**src/rtl/i2s_pkg.sv**
```systemverilog
// Shared definitions for the I2S / left-justified / TDM transmitter:
// mode encodings and frame-geometry helpers.
package i2s_pkg;

    localparam int I2S_MODE_I2S = 0;
    localparam int I2S_MODE_LJ  = 1;
    localparam int I2S_MODE_TDM = 2;

    function automatic int frame_bits(input int channels, input int slot_bits);
        return channels * slot_bits;
    endfunction

    // Bclk periods between the frame-clock edge and the frame MSB.
    function automatic int frame_delay(input int mode);
        return (mode == I2S_MODE_LJ) ? 0 : 1;
    endfunction

endpackage

```
**src/rtl/i2s_tdm_clkgen.sv**
```systemverilog
// Bit-clock divider, frame bit index and frame-clock generation; flags the
// falling bclk edges on which the serialiser shifts or loads a new frame.
module i2s_tdm_clkgen
    import i2s_pkg::*;
#(
    parameter int CLK_DIV = 2,
    parameter int FRAME   = 64,
    parameter int MODE    = I2S_MODE_I2S
) (
    input  logic clk,
    input  logic rst,
    output logic bclk_o,
    output logic bclk_falling_o,
    output logic lrclk_o,
    output logic shift_o,
    output logic load_o
);

    localparam int   DELAY  = frame_delay(MODE);
    localparam int   DIV_W  = (CLK_DIV > 1) ? $clog2(CLK_DIV) : 1;
    localparam int   B_W    = (FRAME > 1) ? $clog2(FRAME) : 1;
    localparam logic LR_RST = (MODE == I2S_MODE_LJ);

    logic [DIV_W-1:0] div_q, div_d;
    logic             bclk_q, bclk_d;
    logic             fall_q, fall_d;
    logic [B_W-1:0]   b_q, b_d;
    logic             lrclk_q, lrclk_d;
    logic             tick;
    logic             falling_now;
    logic [B_W-1:0]   b_next;

    always_comb begin
        tick        = (div_q == DIV_W'(CLK_DIV - 1));
        falling_now = tick && bclk_q;
        b_next      = (b_q == B_W'(FRAME - 1)) ? '0 : b_q + B_W'(1);
        div_d       = tick ? '0 : div_q + DIV_W'(1);
        bclk_d      = tick ? ~bclk_q : bclk_q;
        fall_d      = falling_now;
        b_d         = b_q;
        lrclk_d     = lrclk_q;
        if (falling_now) begin
            b_d = b_next;
            case (MODE)
                I2S_MODE_I2S: lrclk_d = (b_next >= B_W'(FRAME / 2));
                I2S_MODE_LJ:  lrclk_d = (b_next < B_W'(FRAME / 2));
                default:      lrclk_d = (b_next == '0);
            endcase
        end
    end

    always_ff @(posedge clk or posedge rst) begin
        if (rst) begin
            div_q   <= '0;
            bclk_q  <= 1'b0;
            fall_q  <= 1'b0;
            b_q     <= B_W'(FRAME - 1);
            lrclk_q <= LR_RST;
        end else begin
            div_q   <= div_d;
            bclk_q  <= bclk_d;
            fall_q  <= fall_d;
            b_q     <= b_d;
            lrclk_q <= lrclk_d;
        end
    end

    assign bclk_o         = bclk_q;
    assign bclk_falling_o = fall_q;
    assign lrclk_o        = lrclk_q;
    assign shift_o        = falling_now;
    assign load_o         = falling_now && (b_next == B_W'(DELAY));

endmodule

```
**src/rtl/i2s_tdm_tx.sv**
```systemverilog
// Multi-format audio serial transmitter: one-deep frame holding buffer with a
// valid/ready input, frame shift register and underrun flag.
module i2s_tdm_tx
    import i2s_pkg::*;
#(
    parameter int CLK_DIV   = 2,
    parameter int DATA_BITS = 24,
    parameter int SLOT_BITS = 32,
    parameter int CHANNELS  = 2,
    parameter int MODE      = I2S_MODE_I2S
) (
    input  logic                          clk,
    input  logic                          rst,
    input  logic [CHANNELS*DATA_BITS-1:0] in_data,
    input  logic                          in_valid,
    output logic                          in_ready,
    output logic                          bclk,
    output logic                          lrclk,
    output logic                          bclk_falling,
    output logic                          sdata,
    output logic                          underrun
);

    localparam int FRAME = frame_bits(CHANNELS, SLOT_BITS);
    localparam int W     = CHANNELS * DATA_BITS;

    if (SLOT_BITS < DATA_BITS) begin : g_bad_slot
        $error("i2s_tdm_tx: SLOT_BITS must be >= DATA_BITS");
    end
    if (MODE != I2S_MODE_TDM && CHANNELS != 2) begin : g_bad_channels
        $error("i2s_tdm_tx: I2S and left-justified modes need CHANNELS == 2");
    end
    if (MODE < 0 || MODE > I2S_MODE_TDM || CHANNELS < 1 || CHANNELS > 16 || CLK_DIV < 1) begin : g_bad_param
        $error("i2s_tdm_tx: unsupported MODE, CHANNELS or CLK_DIV");
    end

    // Handshake: a word transfers on a rising clk edge where in_valid and
    // in_ready are both high; in_ready depends only on DUT state, never on in_valid.
    logic [W-1:0]     buf_q, buf_d;
    logic             full_q, full_d;
    logic [FRAME-1:0] shift_q, shift_d;
    logic             sdata_q, sdata_d;
    logic             underrun_q, underrun_d;
    logic [FRAME-1:0] load_frame;
    logic             load_now;
    logic             shift_now;
    logic             accept;

    i2s_tdm_clkgen #(
        .CLK_DIV (CLK_DIV),
        .FRAME   (FRAME),
        .MODE    (MODE)
    ) u_clkgen (
        .clk            (clk),
        .rst            (rst),
        .bclk_o         (bclk),
        .bclk_falling_o (bclk_falling),
        .lrclk_o        (lrclk),
        .shift_o        (shift_now),
        .load_o         (load_now)
    );

    // Slot 0 sits at the top of the frame so it is transmitted first.
    function automatic logic [FRAME-1:0] pack_frame(input logic [W-1:0] d);
        logic [FRAME-1:0] f;
        f = '0;
        for (int k = 0; k < CHANNELS; k++) begin
            f[FRAME-1-k*SLOT_BITS -: DATA_BITS] = d[k*DATA_BITS +: DATA_BITS];
        end
        return f;
    endfunction

    assign in_ready = !full_q || load_now;
    assign accept   = in_valid && in_ready;

    always_comb begin
        buf_d      = buf_q;
        full_d     = full_q;
        shift_d    = shift_q;
        sdata_d    = sdata_q;
        underrun_d = 1'b0;
        load_frame = full_q ? pack_frame(buf_q) : '0;
        if (load_now) begin
            sdata_d    = load_frame[FRAME-1];
            shift_d    = load_frame << 1;
            full_d     = 1'b0;
            underrun_d = !full_q;
        end else if (shift_now) begin
            sdata_d = shift_q[FRAME-1];
            shift_d = shift_q << 1;
        end
        if (accept) begin
            buf_d  = in_data;
            full_d = 1'b1;
        end
    end

    always_ff @(posedge clk or posedge rst) begin
        if (rst) begin
            buf_q      <= '0;
            full_q     <= 1'b0;
            shift_q    <= '0;
            sdata_q    <= 1'b0;
            underrun_q <= 1'b0;
        end else begin
            buf_q      <= buf_d;
            full_q     <= full_d;
            shift_q    <= shift_d;
            sdata_q    <= sdata_d;
            underrun_q <= underrun_d;
        end
    end

    assign sdata    = sdata_q;
    assign underrun = underrun_q;

endmodule

```
**config.mk**
```make
export PLATFORM = sky130hd
export DESIGN_NAME = i2s_tdm_tx
export DESIGN_NICKNAME = d
export VERILOG_FILES = /design/src/rtl/i2s_pkg.sv /design/src/rtl/i2s_tdm_clkgen.sv /design/src/rtl/i2s_tdm_tx.sv
export SDC_FILE = /design/constraint.sdc
export NUM_CORES = 1
export LEC_CHECK = 0
export CAP_MARGIN = 20
export CORE_MARGIN = 4
export CORE_UTILIZATION = 40
export CTS_CLUSTER_DIAMETER = 80
export DETAILED_ROUTE_END_ITERATION = 12
export SETUP_SLACK_MARGIN = 0.15
export SLEW_MARGIN = 20
export SYNTH_ARGS = -nofsm -noshare
export SYNTH_HDL_FRONTEND = slang
export SYNTH_SLANG_ARGS = --single-unit
```
**constraint.sdc**
```tcl
create_clock -name clk -period 4.18 [get_ports clk]
set_clock_uncertainty 0.15 [all_clocks]
set_input_delay 0.418 -clock clk [delete_from_list [all_inputs] [get_ports clk]]
set_output_delay 0.418 -clock clk [all_outputs]
set_load 0.05 [all_outputs]
```
# ---- After elaboration in Yosys (flattened, before gate mapping)
# Cells that the tools add are included.
dict set report word_totals {
  regBits 125
  latch_bits 0
  ram_bits 0
  romBits 0
  input_bits 51
  output_inout_bits 6
  word_cells 33
  mem_count 0
}
dict set report classes {
  addsub 2
  n_mul 0
  div 0
  magnitude_cmp 1
  eq_ne 2
  shift 0
  n_mux 10
  bitwise_logic 1
  n_reduce_logical 7
}
# cell count
set ops {}
lappend ops {{$mux 64} 3}
lappend ops {{$add 6x1->6 const B} 1}
lappend ops {{$eq 6x1->1 const B} 1}
lappend ops {{$eq 6x6->1 const B} 1}
lappend ops {{$ge 6x6->1 const B} 1}
lappend ops {{$mux 1} 6}
lappend ops {{$mux 6} 1}
lappend ops {{$reduce_bool 2->1} 2}
lappend ops {{$logic_and 1x1->1} 3}
lappend ops {{$add 1x1->1 const B} 1}
lappend ops {{$logic_not 1->1} 1}
lappend ops {{$logic_or 1x1->1} 1}
lappend ops {{$not 1->1} 1}

# ---- Depth between registers and ports, before layout
dict set report logic_depth {
  word_depth 7
  depth_mapped 8
  depth_no_buf 6
}

# ---- Modules after synthesis
# A second synthesis with hierarchy kept.
dict set report hier_totals {
  cells_unflattened 396
  hier_area_um2 5011.1
}
# module instances cells_each area_per_inst_um2 seq_area_each_um2
set modules_own_cells {}
lappend modules_own_cells {i2s_tdm_tx 1 346 4490.6 2652.5}
lappend modules_own_cells {i2s_tdm_clkgen 1 50 520.5 257.7}

# ---- Worst setup path before layout
# OpenSTA, ideal clock, no wires.
dict set report synth_path {
  path_kind {reg2out}
  start {register u_clkgen.bclk_q (netlist: u_clkgen.bclk_o)}
  end {output in_ready}
  t_arrival_ps 2234
  required_time_ps 3612
  slack_ps 1378
  path_stages_with_launch 8
  path_buffers 1
  path_cell_list {dfrtp_1 -> nand2_1 -> inv_2 -> o41ai_1 -> nor2_1 -> clkbuf_1 -> nand2_1 -> nand2_1}
}
dict set report synth_via {
  elab_chain_cells 3
}
# item line_no
set synth_lines {}
lappend synth_lines {{from (decl)} i2s_tdm_clkgen.sv:25} ;# logic bclk_q, bclk_d;
lappend synth_lines {{from (signal assigned)} i2s_tdm_clkgen.sv:61} ;# bclk_q <= bclk_d;
lappend synth_lines {{$logic_and 1x1->1} i2s_tdm_clkgen.sv:35} ;# falling_now = tick && bclk_q;
lappend synth_lines {{$logic_and 1x1->1} i2s_tdm_clkgen.sv:72} ;# assign load_o = falling_now && (b_next == B_W'(DELAY));
lappend synth_lines {{$logic_or 1x1->1} i2s_tdm_tx.sv:73} ;# assign in_ready = !full_q || load_now;
lappend synth_lines {{to (decl)} i2s_tdm_tx.sv:16} ;# output logic in_ready,
# Every way passes these cells.

# ---- Final worst setup path
dict set report layout_path {
  start {register u_clkgen.b_q[0]}
  end {output in_ready}
}
dict set report layout_via {
  elab_chain_cells 5
  elab_cells_between_ends 6
  cone_classes {add/sub (1); eq/ne (2); mux (1); reduce/logical (2)}
}
# item line_no
set layout_lines {}
lappend layout_lines {{from (decl)} i2s_tdm_clkgen.sv:27} ;# logic [B_W-1:0] b_q, b_d;
lappend layout_lines {{from (signal assigned)} i2s_tdm_clkgen.sv:57} ;# b_q <= B_W'(FRAME - 1);
lappend layout_lines {{$add 6x1->6 / $eq 6x6->1 (equally long branches)} i2s_tdm_clkgen.sv:36} ;# b_next = (b_q == B_W'(FRAME - 1)) ? '0 : b_q + B_W'(1);
lappend layout_lines {{$mux 6 (*)} i2s_tdm_clkgen.sv:36}
lappend layout_lines {{$eq 6x1->1 (*)} i2s_tdm_clkgen.sv:72}
lappend layout_lines {{$logic_and 1x1->1 (*)} i2s_tdm_clkgen.sv:72}
lappend layout_lines {{$logic_or 1x1->1 (*)} i2s_tdm_tx.sv:73}
# Mark *: on every way between the ends. The rest lies on a longest branch, timed or not.

==> summary by stage <==
Clocking
The total of cells resized after clock tree synthesis is 0. The worst-case clock buffer depth is 2. The number of H-tree levels is 4. TritonCTS built the clock tree.

The cell sitting at the root of the clock tree is a clkbuf_16. Counting the buffers created by CTS gives 17. The worst-skew pair later-pin latency is approximately 0.42 ns. Buffers inserted to repair hold after CTS numbered 0. The buffers inserted during post-CTS setup optimization is 0. After clock tree synthesis, the clock-pin slew on the worst setup and hold paths is 0.05 ns. The clock drives roughly 120 sinks.

Global routing
Global routing used 18.54% of the available tracks across all layers. The number of global-route vias before repair is about 5400. The first-pass GRT wire length is around 27 mm. Entering global routing, the biggest net connects approximately 120 pins. The overall overflow remaining after global route is 0. The number of antenna violations at the first check in global routing is 0.

Final layout
The most common library cell in the layout ignoring fill and taps is nand2_1. The net count of the finished layout is 770. The fraction of final layout cells sized beyond drive strength 1 is under 10%. Once layout is complete, the utilization of the core stands at about half. The top cell types in the final layout, fill and taps aside, are 110 x nand2_1, 109 x dfrtp_1, 69 x mux2i_1.

The antenna diode count is 0. Relative to the synthesized area, the layout overhead comes to 20.63%.

Yosys
The Yosys step of the flow raised 0 warnings. Sequential elements use approximately 46% of the synthesized area. Synthesis handed over a netlist of 698 instances.

By area, the combinational part of the netlist is dominated by simple AND/OR/NAND/NOR gates. After synthesis, the mean cell area works out to ~9 µm². The total nets after synthesis is about 750.

The share of synthesized registers carrying an async set or reset is 100.0%. The flop and latch count out of synthesis is roughly 120. The synthesized-area fraction occupied by ao, oa, aoi and oai cells is 13.35%. Of the total synthesized cell area, the portion taken by AND, OR, NAND and NOR gates is between 20 and 25%. The number of flops mapped to enable cells by yosys is 0. Synthesis instantiated 32 different standard cells from the library. The combined area of all synthesized cells is around 0.0064 mm².

The flip-flop cell with the highest count after synthesis is dfrtp_1. Of the post-synthesis cell area, the part taken by muxes is a little over a tenth. The synthesized netlist devotes less than 1% of its cell area to XOR and XNOR gates.

The adder and majority gate portion of the synthesized area is less than 1%.

Routing
The per-cell via count in the routed design is just under 6. The first TritonRoute pass finished after 7 iterations. Summed over all layers, the routed wires come to between 15 and 20 mm. The routed layout has roughly 5500 vias.

In the final routed layout, each cell accounts on average for ~17 µm. The detailed router's first-iteration violation count is a little under 500. The detailed-route DRC error count is 0.

The remaining antenna violation count after routing is 0.

Place
The weighted congestion at the end of routability-driven global placement is about 0.73. The count of buffers added on input and output ports is between 50 and 60. The half-perimeter wire length after detailed placement is ~9.6 mm.

STA
Summed over all failing endpoints, the final setup total negative slack is 0 ns. Dividing the final minimum period by the clock period gives about 88%. The number of setup violations in the final report is 0.

At the pin with the least slew margin, the transition time is between 1 and 1.5 ns. The number of max-slew violations in the final report is 0. The fmax is 273.0 MHz. Setup repair after global routing left no endpoint under its margin. The tightest slew margin relative to the limit is 27.93%.

The shortest period the worst path allows is approximately 3.7 ns. The number of hold-slack violations in the final timing report is 0. Hold timing on the final database bottoms out at a slack of around 0.33 ns.

Critical path
The kind of start point of the critical path is a flip-flop. Among all stages on the critical path, the largest delay is contributed by dfstp_2. Traced cell by cell, the critical path runs through ha_1 -> nand2_1 -> or2_1 -> a211oi_4 -> buf_12 -> nand2_1 -> nand2_1 -> buf_12. Broken down by cell family, the worst path's largest delay share belongs to simple AND/OR/NAND/NOR gates. On the worst path, the slowest cell contributes a delay of approximately 0.57 ns. The required time at the worst-slack endpoint is 3.61 ns. The type of element capturing the critical path is a primary output. Of all nets on the critical path, the largest fanout is ~120. The cell with the most instances on the worst path is nand2_1. The arrival time at the worst endpoint is about 3.1 ns. The critical path contains buffers and inverters numbering 2 combined. The start-to-end type of the worst setup path is flip-flop to primary output.

Floorplanning
The I/O pin count is 57. The initial standard-cell utilization of the core is between 40% and 50%. The number of placement rows is between 40 and 50. The floorplan die area is about 0.018 mm². The floorplan step set the die width to between 100 and 150 µm.

The die is ~130 µm tall. The area of the core region is between 0.015 and 0.02 mm².

Power and ir drop
The power per unit of standard cell area is 368.0 mW/mm². The leakage component of the power is roughly 3.1 nW. The maximum ir drop on the vdd rail is between 200 and 300 µV.

Run
The reported max-cap violation count is 0.

Outcome
The flow ran to the end, and the final reports show no timing, DRC or antenna violations.

Worst hold path
The class of the tightest hold or removal check is flip-flop to flip-flop.
## final cells by class
| class | instances | area, µm² |
|---|---|---|
| clock buffer | 22 | 484.2 |
| clock inverter | 10 | 127.6 |
| fill | 1406 | 7716 |
| inverter | 10 | 40.04 |
| multi-input combinational | 503 | 3183 |
| sequential | 116 | 2912 |
| tap | 211 | 264.0 |
| timing repair buffer | 69 | 700.7 |
## routing by layer
layer,global-route usage [%],vias up,wire (µm)
met5,0,-,0
met4,6.561,0,220
met3,3.901,15,772
met2,29.33,150,7795
met1,25.27,2705,7459
li1,-,2586,-
## cell usage after synthesis (all sizes together), types with 4 or more instances
master | instances | share of area, %
xnor2 | 4 | 0.55
o211ai | 29 | 3.4
buf | 27 | 2.0
nand2 | 111 | 6.5
dfrtp | 110 | 43
nand4 | 49 | 4.8
inv | 10 | 0.59
clkbuf | 42 | 2.5
nand3b | 22 | 2.6
mux2i | 69 | 11
and2 | 46 | 4.5
nand3 | 46 | 3.6
nor2 | 7 | 0.41
a222oi | 26 | 4.1
o21ai | 57 | 4.5
dfstp | 6 | 2.5
nor3 | 20 | 1.6
a31oi | 4 | 0.39
## cells by family after synthesis
kind of cell,Yosys count
AND/OR/NAND/NOR,303
AO/OA/AOI/OAI,124
flip-flops,116
buffers and inverters,79
multiplexers,69
XOR/XNOR,5
adder cells (fa/ha/maj),2
## final timing paths
kind	startpoint	to	slack, ns	cells past startpoint
hold / removal	u_clkgen.div_q	u_clkgen.div_q	0.33	1
setup / recovery	u_clkgen.b_q[0]	in_ready	0.52	8
setup reg to reg	u_clkgen.b_q[0]	shift_q[14]	0.95	7
max in group asynchronous	rst	u_clkgen.b_q[5]	2.64	3
hold reg to reg	u_clkgen.div_q	u_clkgen.div_q	0.33	1
min in group asynchronous	rst	buf_q[4]	0.38	2
## stage by stage
step	area (µm²)	cells	setup slack (ns)	power, mW
floorplan	6392	698	0.5495	1.271
global placement	7099	909	1.012	1.355
detailed placement	7099	909	0.9572	1.361
CTS	7711	941	0.4989	2.871
global route	7711	941	0.3378	2.943
finish	7711	941	0.5174	2.838
## registers in the layout, summed over array words and instances, names as in the netlist
name and cells:
buf_q 48, full_q 1, sdata 1, shift_q 55
u_clkgen.b_q 6, u_clkgen.bclk_falling_o 1, u_clkgen.bclk_o 1, u_clkgen.div_q 1
u_clkgen.lrclk_o 1, underrun 1
## worst reg2reg max path, stage by stage (launching register included)
cell	delay, ns
dfstp_2	0.57
ha_1	0.29
a21oi_1	0.07
o21a_1	0.48
nor2_4	0.41
and2_1	0.76
buf_12	0.27
o21ai_1	0.10
## power breakdown
part / switching (mW) / internal, mW
registers: 0.0204 / 1.16
logic: 0.0854 / 0.0726
clock network: 0.506 / 0.993
(Power assumes the default switching activity.)
